[src/rtl/pipe_ctrl_hazard_pkg.sv]
// rtl/pipe_ctrl_hazard_pkg.sv - shared control bundle type, opcodes and forward-select codes
package pipe_ctrl_pkg;

  typedef struct packed {
    logic       alusrc;
    logic       memtoreg;
    logic       regwrite;
    logic       memread;
    logic       memwrite;
    logic       branch;
    logic [1:0] aluop;
  } ctrl_t;

  localparam logic [6:0] OP_RTYPE  = 7'b0110011;
  localparam logic [6:0] OP_LOAD   = 7'b0000011;
  localparam logic [6:0] OP_STORE  = 7'b0100011;
  localparam logic [6:0] OP_BRANCH = 7'b1100011;

  localparam logic [1:0] FWD_RF  = 2'b00;
  localparam logic [1:0] FWD_MEM = 2'b10;
  localparam logic [1:0] FWD_WB  = 2'b01;

  // The younger producer (EX/MEM) always shadows the older one (MEM/WB).
  function automatic logic [1:0] fwd_select(input logic mem_hit, input logic wb_hit);
    if (mem_hit) begin
      return FWD_MEM;
    end else if (wb_hit) begin
      return FWD_WB;
    end
    return FWD_RF;
  endfunction

endpackage

[src/rtl/pipe_ctrl_hazard_if.sv]
// rtl/pipe_ctrl_hazard_if.sv - decode-side inputs and datapath-side control outputs of the hazard block
interface pipe_ctrl_hazard_if
  import pipe_ctrl_pkg::*;
#(
  parameter int REG_AW = 5
);
  logic              id_valid;
  ctrl_t             id_ctrl;
  logic [REG_AW-1:0] id_rs1;
  logic [REG_AW-1:0] id_rs2;
  logic [REG_AW-1:0] id_rd;
  logic              ex_zero;
  logic              hold;

  ctrl_t             ex_ctrl;
  ctrl_t             mem_ctrl;
  ctrl_t             wb_ctrl;
  logic [REG_AW-1:0] mem_rd;
  logic [REG_AW-1:0] wb_rd;
  logic [1:0]        fwd_a;
  logic [1:0]        fwd_b;
  logic              pc_write;
  logic              ifid_write;
  logic              flush_ifid;
  logic              pc_src;

  modport master (
    output id_valid, id_ctrl, id_rs1, id_rs2, id_rd, ex_zero, hold,
    input  ex_ctrl, mem_ctrl, wb_ctrl, mem_rd, wb_rd, fwd_a, fwd_b,
    input  pc_write, ifid_write, flush_ifid, pc_src
  );

  modport slave (
    input  id_valid, id_ctrl, id_rs1, id_rs2, id_rd, ex_zero, hold,
    output ex_ctrl, mem_ctrl, wb_ctrl, mem_rd, wb_rd, fwd_a, fwd_b,
    output pc_write, ifid_write, flush_ifid, pc_src
  );

endinterface

[src/rtl/pipe_ctrl_hazard_fwd_unit.sv]
// rtl/pipe_ctrl_hazard_fwd_unit.sv - combinational ALU operand forwarding select
module pipe_fwd_unit
  import pipe_ctrl_pkg::*;
#(
  parameter int REG_AW = 5
) (
  input  logic              i_mem_valid,
  input  logic              i_mem_regwrite,
  input  logic [REG_AW-1:0] i_mem_rd,
  input  logic              i_wb_valid,
  input  logic              i_wb_regwrite,
  input  logic [REG_AW-1:0] i_wb_rd,
  input  logic [REG_AW-1:0] i_ex_rs1,
  input  logic [REG_AW-1:0] i_ex_rs2,
  output logic [1:0]        o_fwd_a,
  output logic [1:0]        o_fwd_b
);

  logic w_mem_src;
  logic w_wb_src;

  // x0 is hardwired zero, so a write to it is never a forwarding source.
  assign w_mem_src = i_mem_valid & i_mem_regwrite & (i_mem_rd != '0);
  assign w_wb_src  = i_wb_valid & i_wb_regwrite & (i_wb_rd != '0);

  assign o_fwd_a = fwd_select(w_mem_src & (i_mem_rd == i_ex_rs1),
                              w_wb_src & (i_wb_rd == i_ex_rs1));
  assign o_fwd_b = fwd_select(w_mem_src & (i_mem_rd == i_ex_rs2),
                              w_wb_src & (i_wb_rd == i_ex_rs2));

endmodule

[src/rtl/pipe_ctrl_hazard.sv]
// rtl/pipe_ctrl_hazard.sv - ID/EX, EX/MEM, MEM/WB control registers with load-use stall and branch flush
module pipe_ctrl_hazard
  import pipe_ctrl_pkg::*;
#(
  parameter int REG_AW = 5
) (
  input  logic               clk,
  input  logic               rst_n,
  pipe_ctrl_hazard_if.slave  bus
);

  logic              r_ex_valid;
  ctrl_t             r_ex_ctrl;
  logic [REG_AW-1:0] r_ex_rs1;
  logic [REG_AW-1:0] r_ex_rs2;
  logic [REG_AW-1:0] r_ex_rd;
  logic              r_mem_valid;
  ctrl_t             r_mem_ctrl;
  logic [REG_AW-1:0] r_mem_rd;
  logic              r_wb_valid;
  ctrl_t             r_wb_ctrl;
  logic [REG_AW-1:0] r_wb_rd;

  logic              w_id_use_rs1;
  logic              w_id_use_rs2;
  logic              w_load_use;
  logic              w_taken;
  logic              w_ex_take_id;
  logic [1:0]        w_fwd_a;
  logic [1:0]        w_fwd_b;

  // Immediate-form instructions only read rs2 when it carries store data.
  assign w_id_use_rs1 = bus.id_valid;
  assign w_id_use_rs2 = bus.id_valid & (~bus.id_ctrl.alusrc | bus.id_ctrl.memwrite);

  assign w_load_use = r_ex_valid & r_ex_ctrl.memread & (r_ex_rd != '0) &
                      ((w_id_use_rs1 & (r_ex_rd == bus.id_rs1)) |
                       (w_id_use_rs2 & (r_ex_rd == bus.id_rs2)));

  assign w_taken      = r_ex_valid & r_ex_ctrl.branch & bus.ex_zero;
  assign w_ex_take_id = bus.id_valid & ~w_taken & ~w_load_use;

  always_comb begin
    bus.pc_write   = 1'b1;
    bus.ifid_write = 1'b1;
    bus.flush_ifid = 1'b0;
    bus.pc_src     = 1'b0;
    if (bus.hold) begin
      bus.pc_write   = 1'b0;
      bus.ifid_write = 1'b0;
    end else if (w_taken) begin
      bus.pc_src     = 1'b1;
      bus.flush_ifid = 1'b1;
    end else if (w_load_use) begin
      bus.pc_write   = 1'b0;
      bus.ifid_write = 1'b0;
    end
  end

  always_ff @(posedge clk or negedge rst_n) begin
    if (!rst_n) begin
      r_ex_valid  <= 1'b0;
      r_ex_ctrl   <= '0;
      r_ex_rs1    <= '0;
      r_ex_rs2    <= '0;
      r_ex_rd     <= '0;
      r_mem_valid <= 1'b0;
      r_mem_ctrl  <= '0;
      r_mem_rd    <= '0;
      r_wb_valid  <= 1'b0;
      r_wb_ctrl   <= '0;
      r_wb_rd     <= '0;
    end else if (!bus.hold) begin
      // Wrong-path, stalled and empty slots all enter EX as an all-zero bubble.
      r_ex_valid  <= w_ex_take_id;
      r_ex_ctrl   <= w_ex_take_id ? bus.id_ctrl : '0;
      r_ex_rs1    <= w_ex_take_id ? bus.id_rs1 : '0;
      r_ex_rs2    <= w_ex_take_id ? bus.id_rs2 : '0;
      r_ex_rd     <= w_ex_take_id ? bus.id_rd : '0;
      r_mem_valid <= r_ex_valid;
      r_mem_ctrl  <= r_ex_ctrl;
      r_mem_rd    <= r_ex_rd;
      r_wb_valid  <= r_mem_valid;
      r_wb_ctrl   <= r_mem_ctrl;
      r_wb_rd     <= r_mem_rd;
    end
  end

  pipe_fwd_unit #(
    .REG_AW (REG_AW)
  ) u_fwd (
    .i_mem_valid    (r_mem_valid),
    .i_mem_regwrite (r_mem_ctrl.regwrite),
    .i_mem_rd       (r_mem_rd),
    .i_wb_valid     (r_wb_valid),
    .i_wb_regwrite  (r_wb_ctrl.regwrite),
    .i_wb_rd        (r_wb_rd),
    .i_ex_rs1       (r_ex_rs1),
    .i_ex_rs2       (r_ex_rs2),
    .o_fwd_a        (w_fwd_a),
    .o_fwd_b        (w_fwd_b)
  );

  assign bus.ex_ctrl  = r_ex_ctrl;
  assign bus.mem_ctrl = r_mem_ctrl;
  assign bus.wb_ctrl  = r_wb_ctrl;
  assign bus.mem_rd   = r_mem_rd;
  assign bus.wb_rd    = r_wb_rd;
  assign bus.fwd_a    = w_fwd_a;
  assign bus.fwd_b    = w_fwd_b;

endmodule

[src/flat_wrapper.sv]
// flat-port wrapper written by rule: the top's interface ports become plain ports
module pipe_ctrl_hazard_flat import pipe_ctrl_pkg::*;
#(
  parameter int REG_AW = 5
)
  (clk, rst_n, bus_id_valid, bus_id_ctrl, bus_id_rs1, bus_id_rs2, bus_id_rd, bus_ex_zero, bus_hold, bus_ex_ctrl, bus_mem_ctrl, bus_wb_ctrl, bus_mem_rd, bus_wb_rd, bus_fwd_a, bus_fwd_b, bus_pc_write, bus_ifid_write, bus_flush_ifid, bus_pc_src);
  pipe_ctrl_hazard_if #(.REG_AW(REG_AW)) bus_i ();
  input  logic clk;
  input  logic rst_n;
  input wire logic [$bits(bus_i.id_valid)-1:0] bus_id_valid;
  input wire logic [$bits(bus_i.id_ctrl)-1:0] bus_id_ctrl;
  input wire logic [$bits(bus_i.id_rs1)-1:0] bus_id_rs1;
  input wire logic [$bits(bus_i.id_rs2)-1:0] bus_id_rs2;
  input wire logic [$bits(bus_i.id_rd)-1:0] bus_id_rd;
  input wire logic [$bits(bus_i.ex_zero)-1:0] bus_ex_zero;
  input wire logic [$bits(bus_i.hold)-1:0] bus_hold;
  output wire logic [$bits(bus_i.ex_ctrl)-1:0] bus_ex_ctrl;
  output wire logic [$bits(bus_i.mem_ctrl)-1:0] bus_mem_ctrl;
  output wire logic [$bits(bus_i.wb_ctrl)-1:0] bus_wb_ctrl;
  output wire logic [$bits(bus_i.mem_rd)-1:0] bus_mem_rd;
  output wire logic [$bits(bus_i.wb_rd)-1:0] bus_wb_rd;
  output wire logic [$bits(bus_i.fwd_a)-1:0] bus_fwd_a;
  output wire logic [$bits(bus_i.fwd_b)-1:0] bus_fwd_b;
  output wire logic [$bits(bus_i.pc_write)-1:0] bus_pc_write;
  output wire logic [$bits(bus_i.ifid_write)-1:0] bus_ifid_write;
  output wire logic [$bits(bus_i.flush_ifid)-1:0] bus_flush_ifid;
  output wire logic [$bits(bus_i.pc_src)-1:0] bus_pc_src;
  assign bus_i.id_valid = bus_id_valid;
  assign bus_i.id_ctrl = bus_id_ctrl;
  assign bus_i.id_rs1 = bus_id_rs1;
  assign bus_i.id_rs2 = bus_id_rs2;
  assign bus_i.id_rd = bus_id_rd;
  assign bus_i.ex_zero = bus_ex_zero;
  assign bus_i.hold = bus_hold;
  assign bus_ex_ctrl = bus_i.ex_ctrl;
  assign bus_mem_ctrl = bus_i.mem_ctrl;
  assign bus_wb_ctrl = bus_i.wb_ctrl;
  assign bus_mem_rd = bus_i.mem_rd;
  assign bus_wb_rd = bus_i.wb_rd;
  assign bus_fwd_a = bus_i.fwd_a;
  assign bus_fwd_b = bus_i.fwd_b;
  assign bus_pc_write = bus_i.pc_write;
  assign bus_ifid_write = bus_i.ifid_write;
  assign bus_flush_ifid = bus_i.flush_ifid;
  assign bus_pc_src = bus_i.pc_src;
  pipe_ctrl_hazard #(.REG_AW(REG_AW)) u_core (.clk(clk), .rst_n(rst_n), .bus(bus_i));
endmodule
[config.mk]
export PLATFORM = sky130hd
export DESIGN_NAME = pipe_ctrl_hazard_flat
export DESIGN_NICKNAME = d
export VERILOG_FILES = /design/src/rtl/pipe_ctrl_hazard_pkg.sv /design/src/rtl/pipe_ctrl_hazard_if.sv /design/src/rtl/pipe_ctrl_hazard_fwd_unit.sv /design/src/rtl/pipe_ctrl_hazard.sv /design/src/flat_wrapper.sv
export SDC_FILE = /design/constraint.sdc
export NUM_CORES = 1
export LEC_CHECK = 0
export CAP_MARGIN = 20
export CORE_ASPECT_RATIO = 1.5
export CORE_UTILIZATION = 50
export CTS_BUF_LIST = sky130_fd_sc_hd__clkbuf_4 sky130_fd_sc_hd__clkbuf_8 sky130_fd_sc_hd__clkbuf_16
export DETAILED_ROUTE_END_ITERATION = 6
export PLACE_DENSITY = 0.82
export SKIP_LAST_GASP = 1
export SLEW_MARGIN = 25
export SYNTH_ARGS = -nofsm -noshare
export SYNTH_HDL_FRONTEND = slang
export SYNTH_HIERARCHICAL = 1
export SYNTH_SLANG_ARGS = --single-unit
[constraint.sdc]
create_clock -name clk -period 3.2 [get_ports clk]
set_input_delay 0.64 -clock clk [delete_from_list [all_inputs] [get_ports clk]]
set_output_delay 0.64 -clock clk [all_outputs]
set_load 0.1 [all_outputs]
==> results of run 1 <==
-- power breakdown --
group          leakage, nW  internal (mW)  switching (mW)
sequential           0.639          0.785           0.154
clock               0.0485          0.157           0.215
combinational        0.724          0.329           0.891
-- layout make-up --
class	instances	area (sq um)
Sequential cell	52	1320
Fill cell	384	1470
Clock buffer	5	68.8
Multi-Input combinational cell	154	1240
Inverter	2	7.51
Timing Repair Buffer	75	671
Tap cell	66	82.6
Clock inverter	3	22.5
-- through the flow --
stage	cell area [sq um]	utilization	hold WS, ns	power, mW	setup slack, ns
detailed placement	3320	0.680	0.494	2.17	0.592
finish	3420	0.699	0.373	2.53	0.313
CTS	3420	0.699	0.398	2.55	0.312
floorplan	2660	-	0.344	1.87	0.0336
global route	3420	0.699	0.431	2.63	0.253
global placement	3320	0.680	0.490	2.15	0.598
-- state kept, by name, summed over array words and instances (netlist names) --
name	flops
u_core/bus.wb_ctrl	8
u_core/r_ex_rd	5
u_core/bus.ex_ctrl	8
u_core/r_ex_rs2	5
u_core/bus.wb_rd	5
u_core/r_wb_valid	1
u_core/r_ex_rs1	5
u_core/bus.mem_ctrl	8
u_core/bus.mem_rd	5
u_core/r_ex_valid	1
u_core/r_mem_valid	1
-- logic make-up after synthesis --
family | Yosys count
DFF | 52
AOI/OAI and AO/OA | 54
and+or+nand+nor | 42
muxes | 28
xor gates and xnor gates | 30
buffers and inverters | 19
-- cells in the final DEF, fill, tap and decap left out, types with 2 or more instances in the layout --
cell type | netlist | layout
mux2_2 | 28 | 28
o21ai_1 | 5 | 5
a32oi_1 | 23 | 23
dfrtp_4 | 0 | 4
nor3_1 | 2 | 2
dfrtp_1 | 52 | 46
nor3_4 | 0 | 2
buf_12 | 0 | 4
nor4_4 | 0 | 2
xnor2_1 | 20 | 20
dfrtp_2 | 0 | 2
clkbuf_8 | 0 | 5
xor2_1 | 10 | 10
o21ai_0 | 19 | 19
nand2_1 | 23 | 23
nand3_1 | 6 | 6
buf_2 | 6 | 2
inv_1 | 2 | 2
clkdlybuf4s50_1 | 0 | 25
buf_4 | 2 | 44
or4_1 | 2 | 2
-- worst reg2reg max path, stage by stage, from the launching register on --
cell       delay [ns]
dfrtp_1          0.48
or4_4            0.59
o2111ai_4        0.20
buf_4            0.31
a32oi_1          0.16
o31ai_1          0.11
-- metal layers --
layer | up-vias | track usage | part of all wire
met3 | 12 | 0.0388 | 0.050
met5 | - | 0 | 0
met4 | 0 | 0.0852 | 0.021
li1 | 955 | - | -
met1 | 1008 | 0.285 | 0.38
met2 | 82 | 0.397 | 0.55
-- worst paths after layout --
path,startpoint,endpoint,cells past startpoint
setup / recovery,u_core/bus.mem_rd[3]$_DFFE_PN0N_,bus_fwd_b[0],5
hold / removal,rst_n,u_core/bus.wb_rd[0]$_DFFE_PN0N_,1
setup reg to reg,u_core/r_ex_rd[1]$_DFFE_PN0N_,u_core/bus.ex_ctrl[7]$_DFFE_PN0N_,5
hold reg to reg,u_core/bus.wb_ctrl[0]$_DFFE_PN0N_,u_core/bus.wb_ctrl[0]$_DFFE_PN0N_,1
max in group asynchronous,rst_n,u_core/bus.wb_ctrl[0]$_DFFE_PN0N_,2
min in group clk,u_core/bus.wb_ctrl[0]$_DFFE_PN0N_,u_core/bus.wb_ctrl[0]$_DFFE_PN0N_,1
==> out/qor.yml, run 1 <==
floorplanning:
  die_h_um: 90.1
  core_area_sq_um: 4890
  io-pin-count: 70
  start_util: 0.529
  die_area_sq_um: 5470
  row_count: 31
  die_w_um: 60.7
yosys:
  synth_fa_ha_area_frac: 0
  synthMuxAreaShare: 0.122
  syn-cell-area_sq_um: 2580
  async_reset_ff_frac: 1.00
  synth-edff-count: 0
  synthFlopType: "dfrtp_1"
  synth_largest_area_cell: "dfrtp_1"
  synth_xor_area_frac: 0.102
  synth_top_family_by_area: "compound AO/OA/AOI/OAI gates"
  syn_area_per_cell_sq_um: 11.5
  yosys.area_share.simple: 0.0813
  ys_seq_area_frac: 0.503
  netlist.area_leader.share: 0.503
  synth-seq-cells: 52
  synth_fp_nets: 253
  yosysMostFrequentCell: "dfrtp_1"
  synth-compound-area-share: 0.152
  synth_cells: 225
  synth_cell_types: 31
  synthTopCellsByArea: "dfrtp_1 (50%), mux2_2 (12%), a32oi_1 (7.8%)"
  yosys_warnings: 6
  ys_top_cells_by_count: "dfrtp_1 (52), mux2_2 (28), a32oi_1 (23), nand2_1 (23), xnor2_1 (20)"
drt:
  drc: 0
  wl_per_cell_um: 17.2
  dr.pass1.iters: 4
  vias_per_cell: 5.76
  drtIter0Drc: 88
  vias: 2057
  drtAntennaViolNets: 0
  drt_wl_total_um: 6140
power_and_ir_drop:
  leakagePower_nw: 1.41
  ir_drop_mv: 0.522
  power_density_nw_per_um2: 741
sta:
  setup-tns-final_ns: 0
  hold_violations: 0
  skew_ns: 0.00899
  period_needed_ns: 2.89
  maxSlewHeadroom: 0.531
  period_share: 0.902
  tightestPinTransition_ns: 0.703
  rsz0062_at_grt: "false"
  max_freq_ghz: 0.346
  setup_viol: 0
  report.final.slew_viol_count: 0
place:
  hpwl_um: 4450
  gp_congestion: 0.827
  port-buffer-count: 69
  place_inst: 349
critical_path:
  endpoint_kind: "output port"
  cpPeakStageDelay_ns: 0.55
  path_cells: "or4_1 > o211ai_2 > nor4_4 > nor3_4 > buf_12"
  cpMaxStageDelayCell: "or4_1"
  startpoint_type: "flop"
  path_buf_inv: 1
  crit_fanout: 6
  regToRegSetupSlack_ns: 1.26
  critPathKind: "flop to output port"
  cp_top_family: "simple AND/OR/NAND/NOR gates"
  crit_required_ns: 2.56
  cp_data_arrival_time_ns: 2.25
finish:
  syn2layout_area_growth_pct: 32.1
  instances_no_fill: 357
  n_antenna_cell: 0
  drive_gt1_frac: 0.351
  layout.nets: 318
grt:
  grt_pass1_wl_um: 9540
  grt_pass1_vias: 1934
  overflow: 0
  gr-usage-all-layers: 0.233
  antenna_found_initial: 0
  grt_max_degree: 50
clock_network:
  clkLatencyLatePin_ns: 0.30
  cts_hold_buf: 0
  cts_setup_buffers: 0
  root_buffer: "clkbuf_8"
  cts_buffer_depth: 2
  h-tree-depth: 2
  cts_resized: 0
  numCtsBuffers: 5
  cts_tree: "yes"
  clock_sinks: 52
  clk_pin_slew_worst_paths_ns: 0.10
flow_run:
  maxCapViolations: 0
status:
  status: "completed"
worst_hold_path:
  hp-class: "input port to async pin"
No activity file was read; power rests on OpenSTA's default activity.
==> run 2, diff against run 1 <==
clock period = 3.5 ns   (was 3.2 ns; I/O delays follow)
==> out/qor.yml, run 2 (synthesized netlist as in run 1, its figures left out) <==
grt:
  antenna_found_initial: 0
  overflow: 0
  grt_pass1_wl_um: 10300
  gr-usage-all-layers: 0.252
  grt_pass1_vias: 2098
  grt_max_degree: 45
floorplanning:
  start_util: 0.529
  core_area_sq_um: 4890
  die_h_um: 90.1
  io-pin-count: 70
  die_area_sq_um: 5470
  die_w_um: 60.7
  row_count: 31
finish:
  fillers: 389
  fin_util: 0.708
  final_area_sq_um: 3460
  final_common_cell: "clkdlybuf4s50_1"
  final_cell_mix: "clkdlybuf4s50_1 (54), dfrtp_1 (46), mux2_2 (28)"
  syn2layout_area_growth_pct: 33.8
  ff_latch_area_sq_um: 1310
  drive_gt1_frac: 0.251
  multiInputGateArea_sq_um: 1230
  n_antenna_cell: 0
  layout.nets: 318
drt:
  dr.pass1.iters: 4
  drc: 0
  drtAntennaViolNets: 0
  drtIter0Drc: 137
  wl_per_cell_um: 18.0
  vias: 2079
  vias_per_cell: 5.82
  drt_wl_total_um: 6440
place:
  dp_slack_ns: 0.688
  dpl_cell_area_sq_um: 3350
  port-buffer-count: 69
  hpwl_um: 4440
  gp_congestion: 0.847
sta:
  report.final.slew_viol_count: 0
  hold_violations: 0
  setup_viol: 0
  period_share: 0.836
  tightestPinTransition_ns: 0.996
  setup_ws_ns: 0.574
  maxSlewHeadroom: 0.334
  rsz0062_at_grt: "false"
  skew_ns: 0.00739
  period_needed_ns: 2.93
  max_freq_ghz: 0.342
status:
  status: "completed"
critical_path:
  crit_required_ns: 2.80
  cpMaxStageDelayCell: "or4_1"
  startpoint_type: "flop"
  cpPeakStageDelay_ns: 0.56
  critPathKind: "flop to output port"
  path_cells: "or4_1 > o211ai_2 > nor4_4 > nor3_4 > buf_4"
  endpoint_kind: "output port"
  crit_fanout: 6
  r2r_end: "u_core/bus.ex_ctrl[7]$_DFFE_PN0N_"
  r2r_start: "u_core/r_ex_rd[1]$_DFFE_PN0N_"
  cp_top_family: "simple AND/OR/NAND/NOR gates"
  cp_data_arrival_time_ns: 2.23
  regToRegSetupSlack_ns: 1.55
  rr_worst_depth: 5
  path_buf_inv: 1
worst_hold_path:
  hp-class: "input port to async pin"
clock_network:
  h-tree-depth: 2
  clock_sinks: 52
  clk_pin_slew_worst_paths_ns: 0.09
  numCtsBuffers: 5
  cts_hold_buf: 0
  clkLatencyLatePin_ns: 0.30
  cts_setup_buffers: 0
  cts_resized: 0
  root_buffer: "clkbuf_8"
  cts_tree: "yes"
  cts_buffer_depth: 2
flow_run:
  maxCapViolations: 0
power_and_ir_drop:
  leakagePower_nw: 1.37
  ir_drop_mv: 0.425
  power_density_nw_per_um2: 692
-- run 2: final cells by class --
class                      instances  area share
sequential                        52       0.378
timing repair buffer              75       0.208
clock buffer                       5      0.0199
multi-input combinational        154       0.356
clock inverter                     3      0.0123
inverter                           2     0.00217
tap                               66      0.0239
-- run 2: through the flow --
step / std cells / hold slack (ns) / TNS [ns] / power [mW]
global placement: 349 / 0.486 / 0 / 1.98
global route: 357 / 0.359 / 0 / 2.48
detailed placement: 349 / 0.492 / 0 / 2.00
CTS: 357 / 0.331 / 0 / 2.41
floorplan: 225 / 0.404 / -0.140 / 1.70
finish: 357 / 0.324 / 0 / 2.40
-- run 2: metal layers --
| metal | GRT usage | routed length (um) | vias to the layer above |
|---|---|---|---|
| met5 | 0 | 0 | - |
| met4 | 0.123 | 234 | 0 |
| met3 | 0.0460 | 313 | 20 |
| met2 | 0.417 | 3450 | 79 |
| met1 | 0.302 | 2440 | 1024 |
| li1 | - | - | 956 |
-- run 2: worst register-to-register path, stage by stage, from the launching register on --
cell and delay (ns):
dfrtp_1 0.47, or4_4 0.58, o2111ai_4 0.20, buf_4 0.31, a32oi_1 0.18, o31ai_1 0.11
-- run 2: power breakdown --
| group | internal [mW] | leakage, nW | switching [mW] |
|---|---|---|---|
| clock network | 0.212 | 0.0541 | 0.195 |
| registers | 0.713 | 0.639 | 0.140 |
| logic | 0.322 | 0.681 | 0.815 |
-- run 2: how the worst max path moves through the flow --
stage / from / end / cells past startpoint
2_1_floorplan: u_core/bus.mem_rd[3]$_DFFE_PN0N_ / bus_fwd_a[0] / 4
3_3_place_gp: bus_id_ctrl[7] / bus_ifid_write / 6
3_5_place_dp: bus_id_ctrl[7] / bus_ifid_write / 6
4_1_cts: u_core/bus.mem_rd[3]$_DFFE_PN0N_ / bus_fwd_a[0] / 5
5_1_grt: u_core/bus.mem_rd[3]$_DFFE_PN0N_ / bus_fwd_a[0] / 5
6_report: u_core/bus.mem_rd[3]$_DFFE_PN0N_ / bus_fwd_b[0] / 5
==> run 3, diff against run 2 <==
CORE_UTILIZATION = 43   (was 50)
PLACE_DENSITY = 0.75   (was 0.82)
clock period = 2.6 ns   (was 3.5 ns; I/O delays follow)
==> out/qor.yml, run 3 (synthesized netlist as in run 1, its figures left out) <==
floorplanning:
  die_area_sq_um: 6330
  start_util: 0.447
  core_area_sq_um: 5790
  io-pin-count: 70
  die_h_um: 97.0
  row_count: 34
  die_w_um: 65.3
clock_network:
  h-tree-depth: 2
  clock_sinks: 52
  cts_tree: "yes"
  cts_hold_buf: 0
  root_buffer: "clkbuf_8"
  clk_pin_slew_worst_paths_ns: 0.09
  cts_buffer_depth: 2
  clkLatencyLatePin_ns: 0.30
  numCtsBuffers: 5
place:
  place_inst: 356
  port-buffer-count: 69
  gp_congestion: 0.791
  dpl_cell_area_sq_um: 3420
  dp_slack_ns: 0.109
  hpwl_um: 4460
sta:
  max_freq_ghz: 0.389
  setup_ws_ns: 0.0274
  hold_violations: 0
  report.final.slew_viol_count: 0
  setup_viol: 0
  tightestPinTransition_ns: 0.564
  period_needed_ns: 2.57
  period_share: 0.989
  hold_slack_ns: 0.198
  rsz0062_at_grt: "true"
  maxSlewHeadroom: 0.624
  skew_ns: 0.00428
  setup-tns-final_ns: 0
grt:
  overflow: 0
  antenna_found_initial: 0
  grt_pass1_vias: 1942
  gr-usage-all-layers: 0.211
  grt_max_degree: 41
  grt_pass1_wl_um: 10200
drt:
  vias_per_cell: 5.57
  drt_wl_total_um: 6260
  drtIter0Drc: 75
  drtAntennaViolNets: 0
  dr.pass1.iters: 4
  wl_per_cell_um: 17.0
  drc: 0
  vias: 2043
power_and_ir_drop:
  totalPowerFinal_mw: 3.18
  ir_drop_mv: 0.697
  leakagePower_nw: 1.46
  power_density_nw_per_um2: 897
critical_path:
  endpoint_kind: "output port"
  cp_data_arrival_time_ns: 2.05
  startpoint_type: "flop"
  crit_fanout: 2
  critPathKind: "flop to output port"
  crit_required_ns: 2.08
finish:
  drive_gt1_frac: 0.373
  instances_no_fill: 367
  fin_util: 0.613
  n_antenna_cell: 0
  syn2layout_area_growth_pct: 37.1
  layout.nets: 322
  final_area_sq_um: 3540
  final_common_cell: "dfrtp_1"
  final_cell_mix: "dfrtp_1 (44), buf_4 (43), mux2_2 (28)"
status:
  status: "completed"
worst_hold_path:
  hp-class: "input port to async pin"
flow_run:
  maxCapViolations: 0
[run 3: cell type report]
cell class                 instances  area [sq um]
tap                               72          90.1
timing repair buffer              79           763
fill                             504          2240
sequential                        52          1320
inverter                           2          7.51
clock buffer                       7          90.1
multi-input combinational        154          1260
clock inverter                     1          7.51
[run 3: report_power, final]
| part | internal [mW] | total (mW) | leakage (nW) | switching, mW |
|---|---|---|---|---|
| combinational | 0.434 | 1.55 | 0.771 | 1.12 |
| sequential | 0.967 | 1.15 | 0.637 | 0.180 |
| clock | 0.227 | 0.483 | 0.0479 | 0.256 |
| total | 1.63 | 3.18 | 1.46 | 1.55 |
[run 3: layer usage]
metal | part of all wire | track usage | up-vias
li1 | - | - | 962
met1 | 0.40 | 0.275 | 1005
met2 | 0.53 | 0.347 | 67
met3 | 0.044 | 0.0318 | 9
met4 | 0.020 | 0.0819 | 0
met5 | 0 | 0 | -
[run 3: critical path: stages, from the launching register on]
cell and delay (ns):
dfrtp_4 0.48, or4_4 0.55, o211ai_4 0.26, nor4_4 0.11, nor3_4 0.16, buf_12 0.20
[run 3: path summary, 6_finish.rpt]
| kind | start | to | slack, ns | depth (start not counted) |
|---|---|---|---|---|
| setup / recovery | u_core/bus.mem_rd[1]$_DFFE_PN0N_ | bus_fwd_b[0] | 0.03 | 5 |
| hold / removal | rst_n | u_core/r_ex_rs2[3]$_DFFE_PN0N_ | 0.20 | 1 |
| setup reg to reg | u_core/r_ex_rd[1]$_DFFE_PN0N_ | u_core/bus.ex_ctrl[7]$_DFFE_PN0N_ | 0.71 | 5 |
| hold reg to reg | u_core/r_wb_valid$_DFFE_PN0N_ | u_core/r_wb_valid$_DFFE_PN0N_ | 0.52 | 1 |
| max in group asynchronous | rst_n | u_core/bus.mem_rd[0]$_DFFE_PN0N_ | 1.83 | 2 |
| min in group clk | u_core/r_wb_valid$_DFFE_PN0N_ | u_core/r_wb_valid$_DFFE_PN0N_ | 0.52 | 1 |
[run 3: what timing repair did]
| item | in CTS | in global routing |
|---|---|---|
| buffers inserted | 2 | 1 |
| gates resized for setup | 0 | 1 |
| pin swaps | 1 | 2 |
| setup endpoints to repair | 2 | 4 |
